[config.mk]
export PLATFORM = sky130hd
export DESIGN_NAME = sram_ctrl
export DESIGN_NICKNAME = d
export VERILOG_FILES = /design/src/rtl/sram_ctrl_pkg.sv /design/src/rtl/sram_ctrl_wait_cnt.sv /design/src/rtl/sram_ctrl.sv
export SDC_FILE = /design/constraint.sdc
export NUM_CORES = 1
export LEC_CHECK = 0
export ABC_AREA = 1
export CORE_ASPECT_RATIO = 1.4
export CORE_UTILIZATION = 44
export CTS_BUF_LIST = sky130_fd_sc_hd__clkbuf_2
export DETAILED_ROUTE_END_ITERATION = 7
export PLACE_DENSITY = 0.81
export RECOVER_POWER = 25
export SYNTH_ARGS = -nofsm -noshare
export SYNTH_HDL_FRONTEND = slang
export SYNTH_HIERARCHICAL = 1
export SYNTH_SLANG_ARGS = --single-unit
[constraint.sdc]
create_clock -name clk -period 2.1 [get_ports clk]
set_input_delay 0.21 -clock clk [delete_from_list [all_inputs] [get_ports clk]]
set_output_delay 0.21 -clock clk [all_outputs]
set_load 0.02 [all_outputs]
[src/rtl/sram_ctrl_pkg.sv]
// Shared types and helpers for the asynchronous SRAM controller.
// Optional feature macro: SRAM_PARITY_EN (adds one even-parity bit to the SRAM word).
package sram_ctrl_pkg;

  typedef enum logic [1:0] {
    ST_IDLE   = 2'd0,
    ST_SETUP  = 2'd1,
    ST_ACCESS = 2'd2,
    ST_HOLD   = 2'd3
  } state_t;

  localparam int WAIT_CNT_W = 4;

`ifdef SRAM_PARITY_EN
  localparam int PARITY_W = 1;
`else
  localparam int PARITY_W = 0;
`endif

  // Width of the SRAM data bus for a given processor data width.
  function automatic int dq_width(input int dw);
    return dw + PARITY_W;
  endfunction

  // Even parity bit: makes the total count of ones (data + bit) even.
  function automatic logic even_parity(input logic [63:0] d);
    return ^d;
  endfunction

endpackage

[src/rtl/sram_ctrl_wait_cnt.sv]
// Loadable down-counter that times the ACCESS phase; done when it reaches zero.
module sram_ctrl_wait_cnt
  import sram_ctrl_pkg::*;
(
  input  logic                  clk,
  input  logic                  i_reset,
  input  logic                  i_load,
  input  logic [WAIT_CNT_W-1:0] i_load_val,
  input  logic                  i_dec,
  output logic                  o_done
);

  logic [WAIT_CNT_W-1:0] r_cnt;

  // Load on entry to ACCESS, then count down once per ACCESS cycle, saturating at zero.
  always_ff @(posedge clk) begin
    if (i_reset) begin
      r_cnt <= '0;
    end else if (i_load) begin
      r_cnt <= i_load_val;
    end else if (i_dec && (r_cnt != '0)) begin
      r_cnt <= r_cnt - 1'b1;
    end
  end

  assign o_done = (r_cnt == '0);

endmodule

[src/rtl/sram_ctrl.sv]
// Single-request controller for an external asynchronous SRAM: SETUP, ACCESS
// (WAIT_STATES+1 cycles), HOLD, then a mandatory IDLE cycle for bus turnaround.
// All pad strobes are registered and derived from the next state.
// Optional feature macro: SRAM_PARITY_EN (even parity bit at the MSB of the SRAM word).
module sram_ctrl
  import sram_ctrl_pkg::*;
#(
  parameter int ADDR_WIDTH  = 8,
  parameter int DATA_WIDTH  = 16,
  parameter int WAIT_STATES = 1
) (
  input  logic                           clk,
  input  logic                           reset,
  input  logic                           req_valid,
  output logic                           req_ready,
  input  logic                           req_write,
  input  logic [ADDR_WIDTH-1:0]          req_adr,
  input  logic [DATA_WIDTH-1:0]          req_wdata,
  output logic                           rsp_valid,
  output logic [DATA_WIDTH-1:0]          rsp_rdata,
  output logic                           rsp_perr,
  output logic                           sram_ce_n,
  output logic                           sram_oe_n,
  output logic                           sram_we_n,
  output logic [ADDR_WIDTH-1:0]          sram_adr,
  output logic [DATA_WIDTH+PARITY_W-1:0] sram_dq_o,
  output logic                           sram_dq_oe,
  input  logic [DATA_WIDTH+PARITY_W-1:0] sram_dq_i
);

  localparam int DQW = dq_width(DATA_WIDTH);

  state_t                r_state;
  state_t                w_state_next;
  logic                  r_write;
  logic                  r_req_ready;
  logic                  r_ce_n;
  logic                  r_oe_n;
  logic                  r_we_n;
  logic                  r_dq_oe;
  logic                  r_rsp_valid;
  logic [ADDR_WIDTH-1:0] r_adr;
  logic [DQW-1:0]        r_dq_o;
  logic [DATA_WIDTH-1:0] r_rdata;
  logic                  w_accept;
  logic                  w_write_next;
  logic                  w_wait_done;
  logic                  w_last_access;
  logic [DQW-1:0]        w_dq_wr;

  // Ready is only ever high in IDLE, so a handshake always starts from IDLE.
  assign w_accept      = req_valid & r_req_ready;
  assign w_write_next  = w_accept ? req_write : r_write;
  assign w_last_access = (r_state == ST_ACCESS) & w_wait_done;

`ifdef SRAM_PARITY_EN
  assign w_dq_wr = {even_parity(64'(req_wdata)), req_wdata};
`else
  assign w_dq_wr = req_wdata;
`endif

  sram_ctrl_wait_cnt u_wait_cnt (
    .clk        (clk),
    .i_reset    (reset),
    .i_load     (r_state == ST_SETUP),
    .i_load_val (WAIT_CNT_W'(WAIT_STATES)),
    .i_dec      (r_state == ST_ACCESS),
    .o_done     (w_wait_done)
  );

  // Next-state logic for the access sequencer.
  always_comb begin
    w_state_next = r_state;
    case (r_state)
      ST_IDLE:   if (w_accept) w_state_next = ST_SETUP;
      ST_SETUP:  w_state_next = ST_ACCESS;
      ST_ACCESS: if (w_wait_done) w_state_next = ST_HOLD;
      ST_HOLD:   w_state_next = ST_IDLE;
      default:   w_state_next = ST_IDLE;
    endcase
  end

  // State, registered strobes (decoded from next state) and request/response capture.
  always_ff @(posedge clk) begin
    if (reset) begin
      r_state     <= ST_IDLE;
      r_write     <= 1'b0;
      r_req_ready <= 1'b0;
      r_ce_n      <= 1'b1;
      r_oe_n      <= 1'b1;
      r_we_n      <= 1'b1;
      r_dq_oe     <= 1'b0;
      r_rsp_valid <= 1'b0;
      r_adr       <= '0;
      r_dq_o      <= '0;
      r_rdata     <= '0;
    end else begin
      r_state     <= w_state_next;
      r_write     <= w_write_next;
      r_req_ready <= (w_state_next == ST_IDLE);
      r_ce_n      <= (w_state_next == ST_IDLE);
      // Read drives oe_n through SETUP/ACCESS only; HOLD releases the bus early.
      r_oe_n      <= ~(~w_write_next & ((w_state_next == ST_SETUP) | (w_state_next == ST_ACCESS)));
      r_we_n      <= ~(w_write_next & (w_state_next == ST_ACCESS));
      r_dq_oe     <= w_write_next & ((w_state_next == ST_ACCESS) | (w_state_next == ST_HOLD));
      r_rsp_valid <= w_last_access;
      if (w_accept) begin
        r_adr <= req_adr;
        if (req_write) r_dq_o <= w_dq_wr;
      end
      if (w_last_access && !r_write) r_rdata <= sram_dq_i[DATA_WIDTH-1:0];
    end
  end

`ifdef SRAM_PARITY_EN
  logic r_perr;

  // Parity check of the read word, flagged together with the response pulse.
  always_ff @(posedge clk) begin
    if (reset) begin
      r_perr <= 1'b0;
    end else begin
      r_perr <= w_last_access & ~r_write &
                (even_parity(64'(sram_dq_i[DATA_WIDTH-1:0])) != sram_dq_i[DATA_WIDTH]);
    end
  end

  assign rsp_perr = r_perr;
`else
  assign rsp_perr = 1'b0;
`endif

  assign req_ready  = r_req_ready;
  assign rsp_valid  = r_rsp_valid;
  assign rsp_rdata  = r_rdata;
  assign sram_ce_n  = r_ce_n;
  assign sram_oe_n  = r_oe_n;
  assign sram_we_n  = r_we_n;
  assign sram_adr   = r_adr;
  assign sram_dq_o  = r_dq_o;
  assign sram_dq_oe = r_dq_oe;

endmodule

==> results.json, run 1 <==
{
  "drive_gt1_frac": 0.0436,
  "drtPass1Iterations": 4,
  "leakagePower_nw": 1.51,
  "yosysTopAreaCell": "dfxtp_1",
  "areaGrowthSynthToFinish_pct": 41.9,
  "clock_skew_ns": 0.0150,
  "seq_area_frac_synth": 0.472,
  "die_y_um": 86.6,
  "final_cells": 477,
  "hold_path_end": "rsp_rdata[3]",
  "crit_path_end_kind": "register",
  "row_count": 30,
  "postCtsHoldBufs": 0,
  "io_buffers": 89,
  "yosys_register_bits": 53,
  "syn_area_per_cell_um2": 7.00,
  "report.final.slew_viol_count": 0,
  "postCtsSetupRepairBufs": 0,
  "reg2reg_to": "sram_oe_n",
  "gp_congestion": 0.827,
  "max_slew_margin": 0.499,
  "synth_ff_type": "dfxtp_1",
  "drt-met1-wl_um": 2140,
  "finalSetupViolations": 0,
  "drt-initial-drc-count": 111,
  "final_antenna_net_count": 0,
  "core_area_um2": 4880,
  "ff2ff_path_depth": 10,
  "synthCells": 321,
  "cts-root-buf": "clkbuf_2",
  "clk_pin_slew_worst_paths_ns": 0.25,
  "reg2reg_slack_ns": 0.38,
  "grt_overflow": 0,
  "dp_hpwl_um": 3610,
  "num_antenna_cells": 0,
  "synthArstFlopShare": 0,
  "min_period_over_period": 0.818,
  "ir_drop_mv": 0.781,
  "dr_wl_met3_um": 225,
  "cts_max_path_buffers": 2,
  "layout_min_cycle_time_ns": 1.72,
  "clock-sinks": 53,
  "drv_cap": 0,
  "worst_pin_slew_ns": 0.749,
  "cp.arrival_ns": 2.06,
  "dr_total_vias": 2094,
  "grtUsageTotal": 0.188,
  "power_density_nw_per_um2": 1060,
  "hold_path.startpoint": "sram_dq_i[3]",
  "worstPathRequired_ns": 2.44,
  "nNetsFinal": 462,
  "cts_buffers": 5,
  "synth_area_leaders": "dfxtp_1 (47%), nor2_1 (15%), nand2_1 (14%)",
  "grt_pass1_wl_um": 7980,
  "dieArea_um2": 5400,
  "h-tree-depth": 2,
  "routedWlPerCell_um": 10.3,
  "crit_path_start_kind": "register",
  "max_freq_mhz": 582,
  "dp.cells": 469,
  "r2r_start": "u_wait_cnt/r_cnt[0]",
  "antenna_found_initial": 0,
  "yosysTopAreaCellShare": 0.472,
  "critPathMaxFanout": 3,
  "start_util": 0.461,
  "fin_tns_setup_ns": 0,
  "holdPathStages": 3,
  "pwr-share-clk": 0.115,
  "cts_resized": 0,
  "power_frac_comb": 0.483,
  "synth-edff-count": 0,
  "dr_wl_met2_um": 2480,
  "p_sw_frac": 0.400,
  "yosys.cell_types.count": 23,
  "switchingPower_mw": 1.36,
  "hold_viol": 0,
  "clk_latency_ns": 0.42,
  "syn_area_um2": 2250,
  "yosys_warnings": 6,
  "drc": 0,
  "highest_layer": "met4",
  "grt_pass1_vias": 1818,
  "num_io_pins": 91,
  "grt_max_degree": 33,
  "viasPerCell": 4.39,
  "yosysMostFrequentCell": "nor2_1",
  "pwr-share-seq": 0.402,
  "cts_tree": "yes",
  "die_x_um": 62.4,
  "wl_um": 4930,
  "p_int_mw": 2.03,
  "rsz0062_at_grt": "false",
  "yosys-top-cells-count": "nor2_1 (92), nand2_1 (81), dfxtp_1 (53)",
  "status": "finished clean",
  "hold_path.class": "primary input to register",
  "critPathKind": "register to register"
}
per-stage QoR:
| step | cell area, µm² | util | power (mW) | hold WS [ns] | setup WS (ns) |
|---|---|---|---|---|---|
| 2_1_floorplan | 2260 | - | 2.47 | 0.272 | 0.539 |
| 3_3_place_gp | 3180 | 0.652 | 3.01 | 0.462 | 0.478 |
| 3_5_place_dp | 3180 | 0.652 | 3.06 | 0.475 | 0.413 |
| 4_1_cts | 3220 | 0.661 | 3.46 | 0.287 | 0.378 |
| 5_1_grt | 3190 | 0.654 | 3.66 | 0.258 | 0.266 |
| 6_report | 3190 | 0.654 | 3.39 | 0.321 | 0.381 |
worst max-delay path: stages (launching register included):
cell and delay (ns):
dfxtp_1 0.38, inv_1 0.09, ha_1 0.20, nand3_1 0.11
inv_1 0.13, nand2_1 0.09, nand3b_1 0.09, nand2_1 0.10
ha_1 0.30, nor2_1 0.10, nand2_1 0.06
power groups by stage:
stage | registers, mW | logic [mW] | clock network [mW]
3_5_place_dp | 1.38 | 1.68 | 0
6_report | 1.36 | 1.64 | 0.391
3_3_place_gp | 1.37 | 1.64 | 0
4_1_cts | 1.36 | 1.69 | 0.408
5_1_grt | 1.39 | 1.81 | 0.457
2_1_floorplan | 1.60 | 0.874 | 0
flip-flops by register name, summed over array words and instances, names as in the netlist:
register	cells
rsp_rdata	16
sram_oe_n	1
req_ready	1
u_wait_cnt/r_cnt	4
sram_dq_oe	1
rsp_valid	1
r_state	2
sram_ce_n	1
sram_dq_o	16
sram_we_n	1
sram_adr	8
r_write	1
layer usage:
metal  global-route usage  vias up
met3               0.0395        8
met4               0.0909        0
met5                    0        -
li1                     -     1112
met1                0.203      910
met2                0.346       64
kinds of logic (layout without fill, tap and decap cells):
group / count (synthesis) / after routing / synth area share
other: 2 / 5 / 0.00334
buffers and inverters: 60 / 149 / 0.121
AOI/OAI and AO/OA: 14 / 14 / 0.0334
xor gates and xnor gates: 1 / 1 / 0.00390
adders and majority gates: 6 / 6 / 0.0334
and+or+nand+nor: 185 / 185 / 0.333
DFF: 53 / 53 / 0.472
worst max path at each step:
stage                              startpoint         to  slack, ns
after floorplan           u_wait_cnt/r_cnt[0]  sram_oe_n       0.54
after global placement    u_wait_cnt/r_cnt[0]  sram_oe_n       0.48
after detailed placement  u_wait_cnt/r_cnt[0]  sram_oe_n       0.41
after CTS                 u_wait_cnt/r_cnt[0]  sram_oe_n       0.38
after global routing      u_wait_cnt/r_cnt[0]  sram_oe_n       0.27
final                     u_wait_cnt/r_cnt[0]  sram_oe_n       0.38
cells in the final DEF (no fill, tap or decap), types with 2 or more instances in the layout:
master	n
nor2_1	92
clkinvlp_2	2
nand2_1	83
o21ai_1	8
inv_2	4
conb_1	5
ha_1	6
o21ai_0	3
clkbuf_2	6
nand3_1	7
clkdlybuf4s50_1	89
clkinv_2	2
inv_1	42
clkbuf_1	2
dfxtp_1	53
cell type report:
class                      count  area [µm²]
tap                           64        80.1
fill                         440        1690
clock inverter                 2        10.0
clock buffer                   6        30.0
inverter                      48         183
timing repair buffer          93         926
multi-input combinational    211         901
sequential                    53        1060
Note: power is estimated with default switching activity, not from simulation.
==> inputs of run 2 (changes only) <==
clock period = 1.6 ns   (was 2.1 ns; I/O delays follow)
==> run 2 against run 1 <==
  * Worst hold slack got worse by 0.058 ns
  * Non-clock buffer count increased by 4
  * Critical path depth unchanged
  * Die area unchanged
  * Critical path type unchanged
==> results.json, run 2 (synthesized netlist as in run 1, its figures left out) <==
{
  "switchingPower_mw": 1.82,
  "num_io_pins": 91,
  "hold_viol": 0,
  "pwr-share-seq": 0.401,
  "gp_congestion": 0.813,
  "worstSetupStartpoint": "u_wait_cnt/r_cnt[1]",
  "critPathMaxFanout": 3,
  "cts_buffers": 5,
  "cts-root-buf": "clkbuf_2",
  "cp.arrival_ns": 1.89,
  "dp_hpwl_um": 3560,
  "h-tree-depth": 2,
  "io_buffers": 89,
  "layout_commonest_cell": "nor2_1",
  "drive_gt1_frac": 0.0791,
  "cp_cell_sequence": "inv_1 -> ha_4 -> nand3_2 -> inv_1 -> nand2_1 -> nand3b_1 -> nand2_2 -> ha_1 -> nor2_1 -> nand2_1",
  "routedWlPerCell_um": 10.1,
  "crit_path_start_kind": "register",
  "ir_drop_mv": 0.928,
  "final_antenna_net_count": 0,
  "clock_skew_ns": 0.0255,
  "fin_ws_ns": 0.0736,
  "status": "finished clean",
  "worstPathRequired_ns": 1.96,
  "core_area_um2": 4880,
  "dieArea_um2": 5400,
  "antenna_found_initial": 0,
  "fin_area_um2": 3250,
  "grtUsageTotal": 0.192,
  "max_freq_mhz": 655,
  "rsz0062_at_grt": "true",
  "cp_slowest_cell": "dfxtp_2",
  "clock-sinks": 53,
  "cts_max_path_buffers": 2,
  "nNetsFinal": 466,
  "viasPerCell": 4.40,
  "crit_path_end_kind": "register",
  "clk_latency_ns": 0.43,
  "grt_pass1_vias": 2006,
  "pre_cts_ws_ns": 0.00621,
  "num_antenna_cells": 0,
  "p_int_mw": 2.63,
  "power_density_nw_per_um2": 1370,
  "drc": 0,
  "hold_path.startpoint": "sram_dq_i[3]",
  "finalSetupViolations": 0,
  "start_util": 0.461,
  "dr_total_vias": 2114,
  "grt_max_degree": 33,
  "drt-initial-drc-count": 87,
  "critPathKind": "register to register",
  "drtPass1Iterations": 4,
  "grt_overflow": 0,
  "layout_min_cycle_time_ns": 1.53,
  "hold_path.class": "primary input to register",
  "clk_pin_slew_worst_paths_ns": 0.26,
  "pwr-share-clk": 0.114,
  "wl_um": 4850,
  "dpl-instance-area_um2": 3210,
  "n_fill_cell": 427,
  "report.final.slew_viol_count": 0,
  "p_sw_frac": 0.409,
  "die_y_um": 86.6,
  "row_count": 30,
  "cpPeakStageDelay_ns": 0.38,
  "r2r_start": "u_wait_cnt/r_cnt[1]",
  "power_frac_comb": 0.485,
  "drv_cap": 0,
  "areaGrowthSynthToFinish_pct": 44.5,
  "power_mw": 4.45,
  "min_period_over_period": 0.954,
  "die_x_um": 62.4,
  "final_cell_mix": "nor2_1 (92), nand2_1 (80), dfxtp_1 (51), clkdlybuf4s50_1 (43), inv_1 (41)",
  "leakagePower_nw": 1.84,
  "grt_pass1_wl_um": 8180,
  "cts_tree": "yes"
}
-- run 2: cell types whose count changed in the layout (fill, tap and decap cells not counted), moves of 3 or more --
cell,change
buf_4,+5
clkdlybuf4s50_1,-46
dlygate4sd2_1,+37
dlymetal6s2s_1,+9
nand2_1,-3
-- run 2: cell type report --
type,instances,area [µm²],share of cell area
Multi-Input combinational cell,211,943,0.290
Sequential cell,53,1060,0.327
Inverter,48,183,0.0562
Tap cell,64,80.1,0.0246
Timing Repair Buffer,97,937,0.288
Clock buffer,5,25.0,0.00770
Clock inverter,3,17.5,0.00539
-- run 2: worst max-delay path, delay by kind of cell, from the launching register on --
| family | cells | cell delay, ns |
|---|---|---|
| DFF | 1 | 0.38 |
| and+or+nand+nor | 6 | 0.48 |
| adders and majority gates | 2 | 0.44 |
| buffers and inverters | 2 | 0.18 |
-- run 2: stage by stage --
stage	cells	util	TNS (ns)	hold WS, ns
final	481	0.666	0	0.263
after CTS	481	0.658	0	0.221
after global placement	473	0.658	0	0.465
after floorplan	324	-	0	0.222
after detailed placement	473	0.658	0	0.473
after global routing	481	0.666	-0.385	0.203
-- run 2: layer usage --
layer | GRT usage | up-vias | part of all wire
met5 | 0 | - | 0
met2 | 0.370 | 72 | 0.51
met1 | 0.192 | 906 | 0.41
met3 | 0.0408 | 12 | 0.053
met4 | 0.0973 | 0 | 0.028
li1 | - | 1124 | -
-- run 2: path summary, 6_finish.rpt --
kind | endpoint | slack (ns) | depth (start not counted)
worst max-delay path | sram_oe_n | 0.07 | 10
worst min-delay path | rsp_rdata[3] | 0.26 | 3
worst max register to register | sram_oe_n | 0.07 | 10
worst min register to register | sram_adr[1] | 0.50 | 2
-- run 2: what timing repair did --
action	in CTS	in global routing
resized for setup	38	15
hold buffers	0	0
cloned	0	0
pin swaps	0	2
setup buffers	0	0
setup endpoints to repair	39	28
hold endpoints to repair	0	0
-- run 2: power groups by stage --
stage	Sequential [mW]	Combinational (mW)	Clock, mW
6_report	1.78	2.16	0.508
2_1_floorplan	2.10	1.15	0
3_3_place_gp	1.80	2.22	0
5_1_grt	1.83	2.44	0.602
3_5_place_dp	1.82	2.26	0
4_1_cts	1.78	2.14	0.541
==> inputs of run 3 (changes only) <==
SLEW_MARGIN = 20   (was unset)
==> results of run 3 <==
No change in the layout: final DEF, timing and power equal those of run 2.
